<file path="src/rtl/lcd_pkg.sv">
// Shared definitions for the HD44780 line writer: command bytes, state
// encodings and small helpers used by the sequencer.
package lcd_pkg;

  localparam logic [7:0] CMD_FUNC_SET = 8'h38;
  localparam logic [7:0] CMD_DISP_ON  = 8'h0C;
  localparam logic [7:0] CMD_ENTRY    = 8'h06;
  localparam logic [7:0] CMD_CLEAR    = 8'h01;
  localparam logic [7:0] CMD_LINE1    = 8'h80;
  localparam logic [7:0] CMD_LINE2    = 8'hC0;

  typedef enum logic [2:0] {
    ST_PWRUP,
    ST_INIT,
    ST_IDLE,
    ST_ADDR1,
    ST_LINE1,
    ST_ADDR2,
    ST_LINE2
  } main_state_t;

  typedef enum logic [2:0] {
    XF_IDLE,
    XF_SETUP,
    XF_PULSE,
    XF_HOLD,
    XF_WAIT
  } xfer_phase_t;

  // Init command list, indexed in the order the controller must receive it.
  function automatic logic [7:0] init_cmd(input logic [1:0] idx);
    logic [7:0] cmd;
    case (idx)
      2'd0:    cmd = CMD_FUNC_SET;
      2'd1:    cmd = CMD_DISP_ON;
      2'd2:    cmd = CMD_ENTRY;
      default: cmd = CMD_CLEAR;
    endcase
    return cmd;
  endfunction

  // Character idx of a 16-char line; char 0 sits in the top byte.
  function automatic logic [7:0] char_at(input logic [127:0] line, input logic [3:0] idx);
    logic [127:0] sh;
    sh = line << {idx, 3'b000};
    return sh[127:120];
  endfunction

endpackage

</file>
<file path="src/rtl/lcd_bus_xfer.sv">
// One write transfer on the LCD parallel bus: SETUP, PULSE (lcd_e high),
// HOLD, then a settle WAIT. rs/data are latched at start and held until the
// next start, so they stay stable across the whole transfer.
// Handshake: start is accepted only while idle or in the last WAIT cycle
// (the cycle where done=1); a start in that cycle chains the next transfer
// with no gap. done is a single-cycle pulse in the last WAIT cycle.
module lcd_bus_xfer
  import lcd_pkg::*;
#(
  parameter int E_CYC    = 25,
  parameter int WAIT_CYC = 2500,
  parameter int CLR_CYC  = 100000,
  parameter int CNT_W    = 17
) (
  input  logic       clk,
  input  logic       rst,
  input  logic       start,
  input  logic       rs,
  input  logic [7:0] data,
  input  logic       long_wait,
  output logic       lcd_e,
  output logic       lcd_rs,
  output logic [7:0] lcd_data,
  output logic       done
);

  localparam logic [CNT_W-1:0] E_LAST = CNT_W'(E_CYC - 1);
  localparam logic [CNT_W-1:0] W_LAST = CNT_W'(WAIT_CYC - 1);
  localparam logic [CNT_W-1:0] C_LAST = CNT_W'(CLR_CYC - 1);

  xfer_phase_t      phase_q, phase_d;
  logic [CNT_W-1:0] cnt_q, cnt_d;
  logic             rs_q;
  logic [7:0]       data_q;
  logic             long_q;
  logic             load;
  logic [CNT_W-1:0] wait_last;

  assign wait_last = long_q ? C_LAST : W_LAST;

  // Phase sequencing and start acceptance.
  always_comb begin
    phase_d = phase_q;
    cnt_d   = cnt_q;
    done    = 1'b0;
    load    = 1'b0;
    case (phase_q)
      XF_IDLE: begin
        if (start) begin
          load    = 1'b1;
          phase_d = XF_SETUP;
        end
      end
      XF_SETUP: begin
        phase_d = XF_PULSE;
        cnt_d   = '0;
      end
      XF_PULSE: begin
        if (cnt_q == E_LAST) phase_d = XF_HOLD;
        else cnt_d = cnt_q + CNT_W'(1);
      end
      XF_HOLD: begin
        phase_d = XF_WAIT;
        cnt_d   = '0;
      end
      XF_WAIT: begin
        if (cnt_q == wait_last) begin
          done = 1'b1;
          if (start) begin
            load    = 1'b1;
            phase_d = XF_SETUP;
          end else begin
            phase_d = XF_IDLE;
          end
        end else begin
          cnt_d = cnt_q + CNT_W'(1);
        end
      end
      default: phase_d = XF_IDLE;
    endcase
  end

  // Phase/counter registers and the latched bus values.
  always_ff @(posedge clk) begin
    if (rst) begin
      phase_q <= XF_IDLE;
      cnt_q   <= '0;
      rs_q    <= 1'b0;
      data_q  <= 8'h00;
      long_q  <= 1'b0;
    end else begin
      phase_q <= phase_d;
      cnt_q   <= cnt_d;
      if (load) begin
        rs_q   <= rs;
        data_q <= data;
        long_q <= long_wait;
      end
    end
  end

  assign lcd_e    = (phase_q == XF_PULSE);
  assign lcd_rs   = rs_q;
  assign lcd_data = data_q;

endmodule

</file>
<file path="src/rtl/lcd_line_writer.sv">
// Sequencer for a 2x16 HD44780 display: power-up delay, init commands, then
// frame refreshes (line-1 address, 16 chars, line-2 address, 16 chars).
// Each line's text is snapshotted when its address command starts so a
// refresh never mixes old and new text.
module lcd_line_writer
  import lcd_pkg::*;
#(
  parameter int PWRUP_CYC = 750000,
  parameter int E_CYC     = 25,
  parameter int WAIT_CYC  = 2500,
  parameter int CLR_CYC   = 100000
) (
  input  logic         clk,
  input  logic         rst,
  input  logic         enable,
  input  logic [127:0] line1_ascii,
  input  logic [127:0] line2_ascii,
  output logic         lcd_e,
  output logic         lcd_rs,
  output logic         lcd_rw,
  output logic [7:0]   lcd_data,
  output logic         init_done,
  output logic         frame_done
);

  localparam int MAX_CYC = (PWRUP_CYC > CLR_CYC) ? PWRUP_CYC : CLR_CYC;
  localparam int CNT_W   = $clog2(MAX_CYC + 1);
  localparam logic [CNT_W-1:0] PWRUP_LAST = CNT_W'(PWRUP_CYC);

  main_state_t      state_q, state_d;
  logic [CNT_W-1:0] pw_cnt_q, pw_cnt_d;
  logic [1:0]       init_idx_q, init_idx_d;
  logic [3:0]       char_idx_q, char_idx_d;
  logic [127:0]     shadow1_q, shadow2_q;
  logic             snap1, snap2;
  logic             init_done_q, init_done_d;
  logic             frame_done_q, frame_done_d;

  logic             x_start, x_rs, x_long, x_done;
  logic [7:0]       x_data;

  // Only the clear command needs the long settle time.
  assign x_long = !x_rs && (x_data == CMD_CLEAR);

  // Main sequencing: each state issues the next transfer when the previous one ends.
  always_comb begin
    state_d      = state_q;
    pw_cnt_d     = pw_cnt_q;
    init_idx_d   = init_idx_q;
    char_idx_d   = char_idx_q;
    init_done_d  = init_done_q;
    frame_done_d = 1'b0;
    x_start      = 1'b0;
    x_rs         = 1'b0;
    x_data       = 8'h00;
    snap1        = 1'b0;
    snap2        = 1'b0;
    case (state_q)
      ST_PWRUP: begin
        if (pw_cnt_q == PWRUP_LAST) begin
          x_start    = 1'b1;
          x_data     = CMD_FUNC_SET;
          init_idx_d = 2'd0;
          state_d    = ST_INIT;
        end else begin
          pw_cnt_d = pw_cnt_q + CNT_W'(1);
        end
      end
      ST_INIT: begin
        if (x_done) begin
          if (init_idx_q == 2'd3) begin
            init_done_d = 1'b1;
            state_d     = ST_IDLE;
          end else begin
            x_start    = 1'b1;
            x_data     = init_cmd(init_idx_q + 2'd1);
            init_idx_d = init_idx_q + 2'd1;
          end
        end
      end
      ST_IDLE: begin
        if (enable) begin
          x_start = 1'b1;
          x_data  = CMD_LINE1;
          snap1   = 1'b1;
          state_d = ST_ADDR1;
        end
      end
      ST_ADDR1: begin
        if (x_done) begin
          x_start    = 1'b1;
          x_rs       = 1'b1;
          x_data     = char_at(shadow1_q, 4'd0);
          char_idx_d = 4'd0;
          state_d    = ST_LINE1;
        end
      end
      ST_LINE1: begin
        if (x_done) begin
          x_start = 1'b1;
          if (char_idx_q == 4'd15) begin
            x_data  = CMD_LINE2;
            snap2   = 1'b1;
            state_d = ST_ADDR2;
          end else begin
            x_rs       = 1'b1;
            x_data     = char_at(shadow1_q, char_idx_q + 4'd1);
            char_idx_d = char_idx_q + 4'd1;
          end
        end
      end
      ST_ADDR2: begin
        if (x_done) begin
          x_start    = 1'b1;
          x_rs       = 1'b1;
          x_data     = char_at(shadow2_q, 4'd0);
          char_idx_d = 4'd0;
          state_d    = ST_LINE2;
        end
      end
      ST_LINE2: begin
        if (x_done) begin
          if (char_idx_q == 4'd15) begin
            frame_done_d = 1'b1;
            state_d      = ST_IDLE;
          end else begin
            x_start    = 1'b1;
            x_rs       = 1'b1;
            x_data     = char_at(shadow2_q, char_idx_q + 4'd1);
            char_idx_d = char_idx_q + 4'd1;
          end
        end
      end
      default: state_d = ST_PWRUP;
    endcase
  end

  // Sequencer registers, line snapshots and status flags.
  always_ff @(posedge clk) begin
    if (rst) begin
      state_q      <= ST_PWRUP;
      pw_cnt_q     <= '0;
      init_idx_q   <= 2'd0;
      char_idx_q   <= 4'd0;
      shadow1_q    <= '0;
      shadow2_q    <= '0;
      init_done_q  <= 1'b0;
      frame_done_q <= 1'b0;
    end else begin
      state_q      <= state_d;
      pw_cnt_q     <= pw_cnt_d;
      init_idx_q   <= init_idx_d;
      char_idx_q   <= char_idx_d;
      init_done_q  <= init_done_d;
      frame_done_q <= frame_done_d;
      if (snap1) shadow1_q <= line1_ascii;
      if (snap2) shadow2_q <= line2_ascii;
    end
  end

  lcd_bus_xfer #(
    .E_CYC    (E_CYC),
    .WAIT_CYC (WAIT_CYC),
    .CLR_CYC  (CLR_CYC),
    .CNT_W    (CNT_W)
  ) u_xfer (
    .clk       (clk),
    .rst       (rst),
    .start     (x_start),
    .rs        (x_rs),
    .data      (x_data),
    .long_wait (x_long),
    .lcd_e     (lcd_e),
    .lcd_rs    (lcd_rs),
    .lcd_data  (lcd_data),
    .done      (x_done)
  );

  assign lcd_rw     = 1'b0;
  assign init_done  = init_done_q;
  assign frame_done = frame_done_q;

endmodule

</file>
<file path="config.mk">
export PLATFORM = sky130hd
export DESIGN_NAME = lcd_line_writer
export DESIGN_NICKNAME = d
export VERILOG_FILES = /design/src/rtl/lcd_pkg.sv /design/src/rtl/lcd_bus_xfer.sv /design/src/rtl/lcd_line_writer.sv
export SDC_FILE = /design/constraint.sdc
export NUM_CORES = 1
export LEC_CHECK = 0
export BUFFER_PORTS_ARGS = -buffer_cell sky130_fd_sc_hd__buf_2
export CORE_MARGIN = 4
export CORE_UTILIZATION = 40
export CTS_CLUSTER_SIZE = 20
export DETAILED_ROUTE_END_ITERATION = 10
export PLACE_DENSITY_LB_ADDON = 0.2
export SLEW_MARGIN = 20
export SYNTH_ARGS = -nofsm -noshare
export SYNTH_HDL_FRONTEND = slang
export SYNTH_SLANG_ARGS = --single-unit
</file>
<file path="constraint.sdc">
create_clock -name clk -period 2.9 [get_ports clk]
set_input_delay 0.29 -clock clk [delete_from_list [all_inputs] [get_ports clk]]
set_output_delay 0.29 -clock clk [all_outputs]
set_load 0.01 [all_outputs]
</file>
### Yosys cells after proc, flatten, opt, wreduce, memory -nomap -nowiden

Cells that the tools add are included.

| operators by class | value |
|---|---|
| add/subtract/negate cells | 4 |
| eq/ne operators | 37 |
| bitwise logic cells | 2 |
| multiplexer cells | 58 |
| reduce and logical (&&, ||, !) cells | 20 |
| shift operators | 2 |

Operators with widths:

| cell | count |
|---|---|
| $shl 128x7->128 | 2 |
| $pmux 20 s3 | 1 |
| $mux 8 | 7 |
| $pmux 8 s7 | 1 |
| $add 20x1->20 const B | 2 |
| $mux 20 | 2 |
| $mux 3 | 13 |
| $pmux 3 s7 | 1 |
| $eq 20x20->1 | 1 |
| $eq 20x20->1 const B | 1 |
| $eq 20x5->1 const B | 1 |
| $ne 2x1->1 const B | 10 |
| $mux 6 | 3 |
| $ne 2x2->1 const B | 9 |
| $pmux 6 s3 | 1 |
| $mux 17 | 1 |
| $mux 1 | 16 |
| $pmux 3 s5 | 1 |
| $eq 3x2->1 const B | 4 |
| $eq 3x3->1 const B | 4 |
| $mux 4 | 3 |
| $reduce_and 10->1 | 1 |
| $reduce_and 3->1 | 3 |
| $eq 8x1->1 const B | 1 |
| 22 further kinds | 34 |

| storage, ports and cells | value |
|---|---|
| bits of input ports | 259 |
| output and inout bits | 13 |
| flip-flop bits (word level) | 320 |

### Logic depth before layout (Yosys ltp)

| logic depth | value |
|---|---|
| depth in word-level cells | 9 |
| depth in mapped cells | 11 |

### Hierarchy

From an unflattened synthesis, not the netlist that was laid out.

| unflattened totals | value |
|---|---|
| cell total of the unflattened synthesis | 1714 |
| area, all modules | 14246.2 um2 |

Modules (own cells, without submodules):

| module | cells an instance | instances | seq. area each (um2) | area an instance (um2) |
|---|---|---|---|---|
| lcd_line_writer | 1525 | 1 | 5745.5 | 12570.8 |
| lcd_bus_xfer | 189 | 1 | 660.6 | 1675.4 |

### Worst setup path after synthesis

No wires, ideal clock.

| timing | value |
|---|---|
| path type | register -> register |
| from | register char_idx_q[0] |
| to | register u_xfer.long_q |
| path buffers | 1 |
| arrival | 2.561 ns |
| cell stages (with the launch flop) | 10 |
| period minus slack after synthesis | 2.648 ns |
| required time | 2.813 ns |
| path slack | 0.252 ns |
| cell sequence | dfxtp_1 -> ha_1 -> xnor2_2 -> buf_2 -> mux2_2 -> a222oi_1 -> a21oi_1 -> o41ai_1 -> nand4_1 -> o31ai_1 |

| on the way | value |
|---|---|
| word-level cells in the longest chain between the ends | 7 |
| elaborated cells between the ends (all ways) | 19 |
| classes of those cells | 1 x add/sub; 2 x eq/ne; 2 x shift; 12 x mux; 2 x reduce/logical |

Ends and longest elaborated chain:

| what | line | RTL |
|---|---|---|
| from (decl) | lcd_line_writer.sv:33 | `logic [3:0] char_idx_q, char_idx_d;` |
| from (signal assigned) | lcd_line_writer.sv:153 | `char_idx_q <= char_idx_d;` |
| $add 4x1->4 or $eq 4x4->1 (tied branches) | -- |  |
| $shl 128x7->128 or $mux 1 (tied branches) | lcd_pkg.sv:45, lcd_line_writer.sv:101, lcd_line_writer.sv:123 |  |
| $mux 8 (tied with other cells) | lcd_line_writer.sv:123 | `if (char_idx_q == 4'd15) begin` |
| $mux 8 (tied with other cells) | lcd_line_writer.sv:122 | `if (x_done) begin` |
| $pmux 8 s7 or $mux 1 (tied branches) | lcd_line_writer.sv:58, lcd_bus_xfer.sv:49, lcd_bus_xfer.sv:69 |  |
| $eq 8x1->1 or $mux 1 (tied branches) | lcd_line_writer.sv:43, lcd_bus_xfer.sv:67 |  |
| $logic_and 1x1->1 or $pmux 1 s2 (tied branches) | lcd_line_writer.sv:43, lcd_bus_xfer.sv:47 |  |
| to (signal assigned) | lcd_bus_xfer.sv:97 | `long_q <= long_wait;` |
| to (decl) | lcd_bus_xfer.sv:35 | `logic long_q;` |

Parallel ways exist; a longest one is shown, timed or not.
A chain may end at the register's enable or synchronous reset.

### Final worst setup path

Same ends and word-level chain as after synthesis.

==> results.sh <==
export IMPL_status="finished, final reports clean"
export IMPL_viasPerCell=5.32
export IMPL_setup_violations=0
export IMPL_synth_ff_type="dfxtp_1"
export IMPL_required_ns=3.32
export IMPL_dpl_hpwl_um=33800
export IMPL_synth_top_area_frac=0.446
export IMPL_wire_per_inst_um=18.5
export IMPL_power_density_mw_per_mm2=534
export IMPL_drt_iter0_drc=891
export IMPL_cp_arrival_ns=3.12
export IMPL_vias=13400
export IMPL_yosysTopAreaCell="dfxtp_1"
export IMPL_seq_area_frac_synth=0.446
export IMPL_wirelength_um=46500
export IMPL_maxCapViolations=0
export IMPL_num_rows=69
export IMPL_synth_edf_count=0
export IMPL_grt_max_degree=135
export IMPL_pwr_share_clk=0.480
export IMPL_p_switching_w=0.00212
export IMPL_clk_pin_slew_ns=0.06
export IMPL_p_leak_nw=6.35
export IMPL_antenna_cells=0
export IMPL_pwr_share_seq=0.467
export IMPL_fmax_ghz=0.370
export IMPL_syn_area_mm2=0.0144
export IMPL_dr_pass1_iters=5
export IMPL_period_needed_ns=2.70
export IMPL_grt_usage=0.229
export IMPL_worst_pin_slew_ns=0.907
export IMPL_syn2layout_area_growth_pct=24.1
export IMPL_final_max_slew_viol_count=0
export IMPL_swShare=0.223
export IMPL_setup_tns_ns=0
export IMPL_clk_path_buf_depth=3
export IMPL_finClkSkew_ns=0.0165
export IMPL_cts_tree="built"
export IMPL_worst_skew_pair_late_latency_ns=0.52
export IMPL_endpoint_kind="register"
export IMPL_fp_dieArea_mm2=0.0390
export IMPL_period_share=0.932
export IMPL_hold_violations=0
export IMPL_core_area_mm2=0.0355
export IMPL_power_w=0.00953
export IMPL_die_w_um=198
export IMPL_async_reset_ff_frac=0
export IMPL_synth_cells=1774
export IMPL_ys_warn_count=0
export IMPL_antenna_found_initial=0
export IMPL_overflow=0
export IMPL_clock_sinks=320
export IMPL_post_synth_cell_area_avg_um2=8.10
export IMPL_syn_nets=2043
export IMPL_cp_max_fo=24
export IMPL_root_buffer="clkbuf_16"
export IMPL_die_y_um=198
export IMPL_hold_path_class="in2reg"
export IMPL_synth_area_top_cells="dfxtp_1 (45%), nand2_1 (16%), a21oi_1 (10%)"
export IMPL_pwr_share_comb=0.053
export IMPL_yosys_cell_types_count=65
export IMPL_grt_pass1_wl_um=70900
export IMPL_fillers=3430
export IMPL_place_gp_congestion=0.929
export IMPL_initial_core_util=0.405
export IMPL_portBuffers=270
export IMPL_post_route_util=0.503
export IMPL_hold_slack_ns=0.00984
export IMPL_drc=0
export IMPL_slowest_stage="ha_4"
export IMPL_cp_slowest_stage_delay_ns=0.50
export IMPL_nets=2296
export IMPL_intPower_w=0.00740
export IMPL_crit_chain="ha_4 > buf_12 > mux4_2 > nand2_1 > a31o_2 > a21oi_1 > o41ai_1 > nand4_1 > o31ai_1"
export IMPL_grt_pass1_vias=12800
export IMPL_io_pins=272
export IMPL_h_tree_depth=2
export IMPL_startpoint_type="register"
export IMPL_ys_ff_latch=320
export IMPL_ant_nets=0
export IMPL_cts_buffers_inserted=36
export IMPL_slew_headroom=0.395
export IMPL_ir_drop_v=0.000356
export IMPL_drive_gt1_frac=0.221
export IMPL_crit_type="reg2reg"
-- worst max-delay path: cells and delay by family (launching register included) --
family	cells	cell delay [ns]
compound gates	4	0.89
fa+ha+maj	1	0.50
buf+inv	1	0.25
flops	1	0.36
mux	1	0.33
simple gates	2	0.25
-- worst paths after layout --
| path | from | slack, ns | depth (start not counted) | end |
|---|---|---|---|---|
| hold reg to reg | shadow2_q[19]$_SDFFE_PP0P_ | 0.45 | 2 | shadow2_q[19]$_SDFFE_PP0P_ |
| setup / recovery | char_idx_q[0]$_SDFFE_PP0P_ | 0.20 | 9 | u_xfer.long_q$_SDFFE_PP0P_ |
| setup reg to reg | char_idx_q[0]$_SDFFE_PP0P_ | 0.20 | 9 | u_xfer.long_q$_SDFFE_PP0P_ |
| hold / removal | line1_ascii[95] | 0.01 | 3 | shadow1_q[95]$_SDFFE_PP0P_ |
-- final cells by class --
cell class	count	area, um2	share of cell area
clock inverter	11	125	0.00702
tap	461	577	0.0323
multi-input combinational	1300	7400	0.415
clock buffer	51	1070	0.0598
sequential	320	6410	0.359
timing repair buffer	346	2160	0.121
inverter	23	86.3	0.00484
-- cells by family after synthesis --
kind of cell    after synthesis  synth area share
other cells                   1          0.000261
flops                       320             0.446
compound gates              397             0.158
mux                          73            0.0938
fa+ha+maj                    10           0.00870
xor+xnor                     33            0.0206
buf+inv                     154            0.0462
simple gates                786             0.226
-- metrics by stage --
| stage | cells | instance area [um2] | setup WS, ns |
|---|---|---|---|
| 2_1_floorplan | 1774 | 14400 | 0.252 |
| 3_3_place_gp | 2422 | 16300 | -0.0879 |
| 3_5_place_dp | 2422 | 16300 | -0.0770 |
| 4_1_cts | 2512 | 17800 | 0.0665 |
| 5_1_grt | 2512 | 17800 | -0.000574 |
| 6_report | 2512 | 17800 | 0.196 |
-- Yosys cell counts, types with 12 or more instances --
| library cell | instances |
|---|---|
| mux4_2 | 49 |
| a21oi_1 | 292 |
| mux2i_1 | 20 |
| xor2_1 | 20 |
| xnor2_1 | 12 |
| nand2_1 | 608 |
| and3_1 | 12 |
| clkbuf_1 | 85 |
| or3_1 | 12 |
| nor2_1 | 55 |
| o21ai_0 | 26 |
| nand3_1 | 33 |
| nand4_1 | 15 |
| dfxtp_1 | 320 |
| inv_1 | 23 |
| buf_4 | 15 |
| buf_2 | 24 |
-- cells in the final DEF, fill, tap and decap left out, types with 5 or more instances in the layout --
cell,count
or3_1,12
nor2_1,55
nor3_1,10
xor2_1,19
buf_2,269
clkbuf_8,11
buf_12,13
mux4_2,49
and2_1,6
a22oi_1,8
o21ai_0,26
o2111ai_1,7
nand3_1,31
clkbuf_16,36
a22o_1,6
nor2b_1,8
a21oi_1,292
nand2_1,608
a31oi_1,11
dlygate4sd3_1,28
dfxtp_1,319
inv_1,23
and3_1,11
xnor2_1,11
ha_1,9
nand4_1,15
clkinv_2,5
buf_4,35
mux2i_1,20
-- power groups by stage --
stage	Clock (W)	Combinational, W	Sequential, W
global placement	0	0.000464	0.00454
floorplan	0	0.000214	0.00453
detailed placement	0	0.000469	0.00455
finish	0.00458	0.000502	0.00445
CTS	0.00467	0.000500	0.00445
global route	0.00486	0.000554	0.00445
-- layer usage --
metal / up-vias / global-route usage / routed length, um
met5: - / 0 / 0
met4: 0 / 0.0780 / 1490
met3: 88 / 0.0363 / 2920
met2: 436 / 0.364 / 21500
met1: 6280 / 0.318 / 20700
li1: 6567 / - / -
-- sequential cells by signal (all words and copies together), names as in the netlist --
register,flops
frame_done,1
u_xfer.lcd_data,8
u_xfer.long_q,1
u_xfer.cnt_q,20
u_xfer.lcd_rs,1
pw_cnt_q,20
shadow1_q,128
state_q,3
u_xfer.phase_q,3
init_done,1
shadow2_q,128
char_idx_q,4
init_idx_q,2
-- repair_timing --
item / 4_1_cts / 5_1_grt
endpoints found under the hold margin: 28 / 0
buffers inserted: 0 / 0
resized for setup: 1 / 2
endpoints found under the setup margin: 2 / 5
hold buffers: 28 / 0
(Power assumes the default switching activity.)
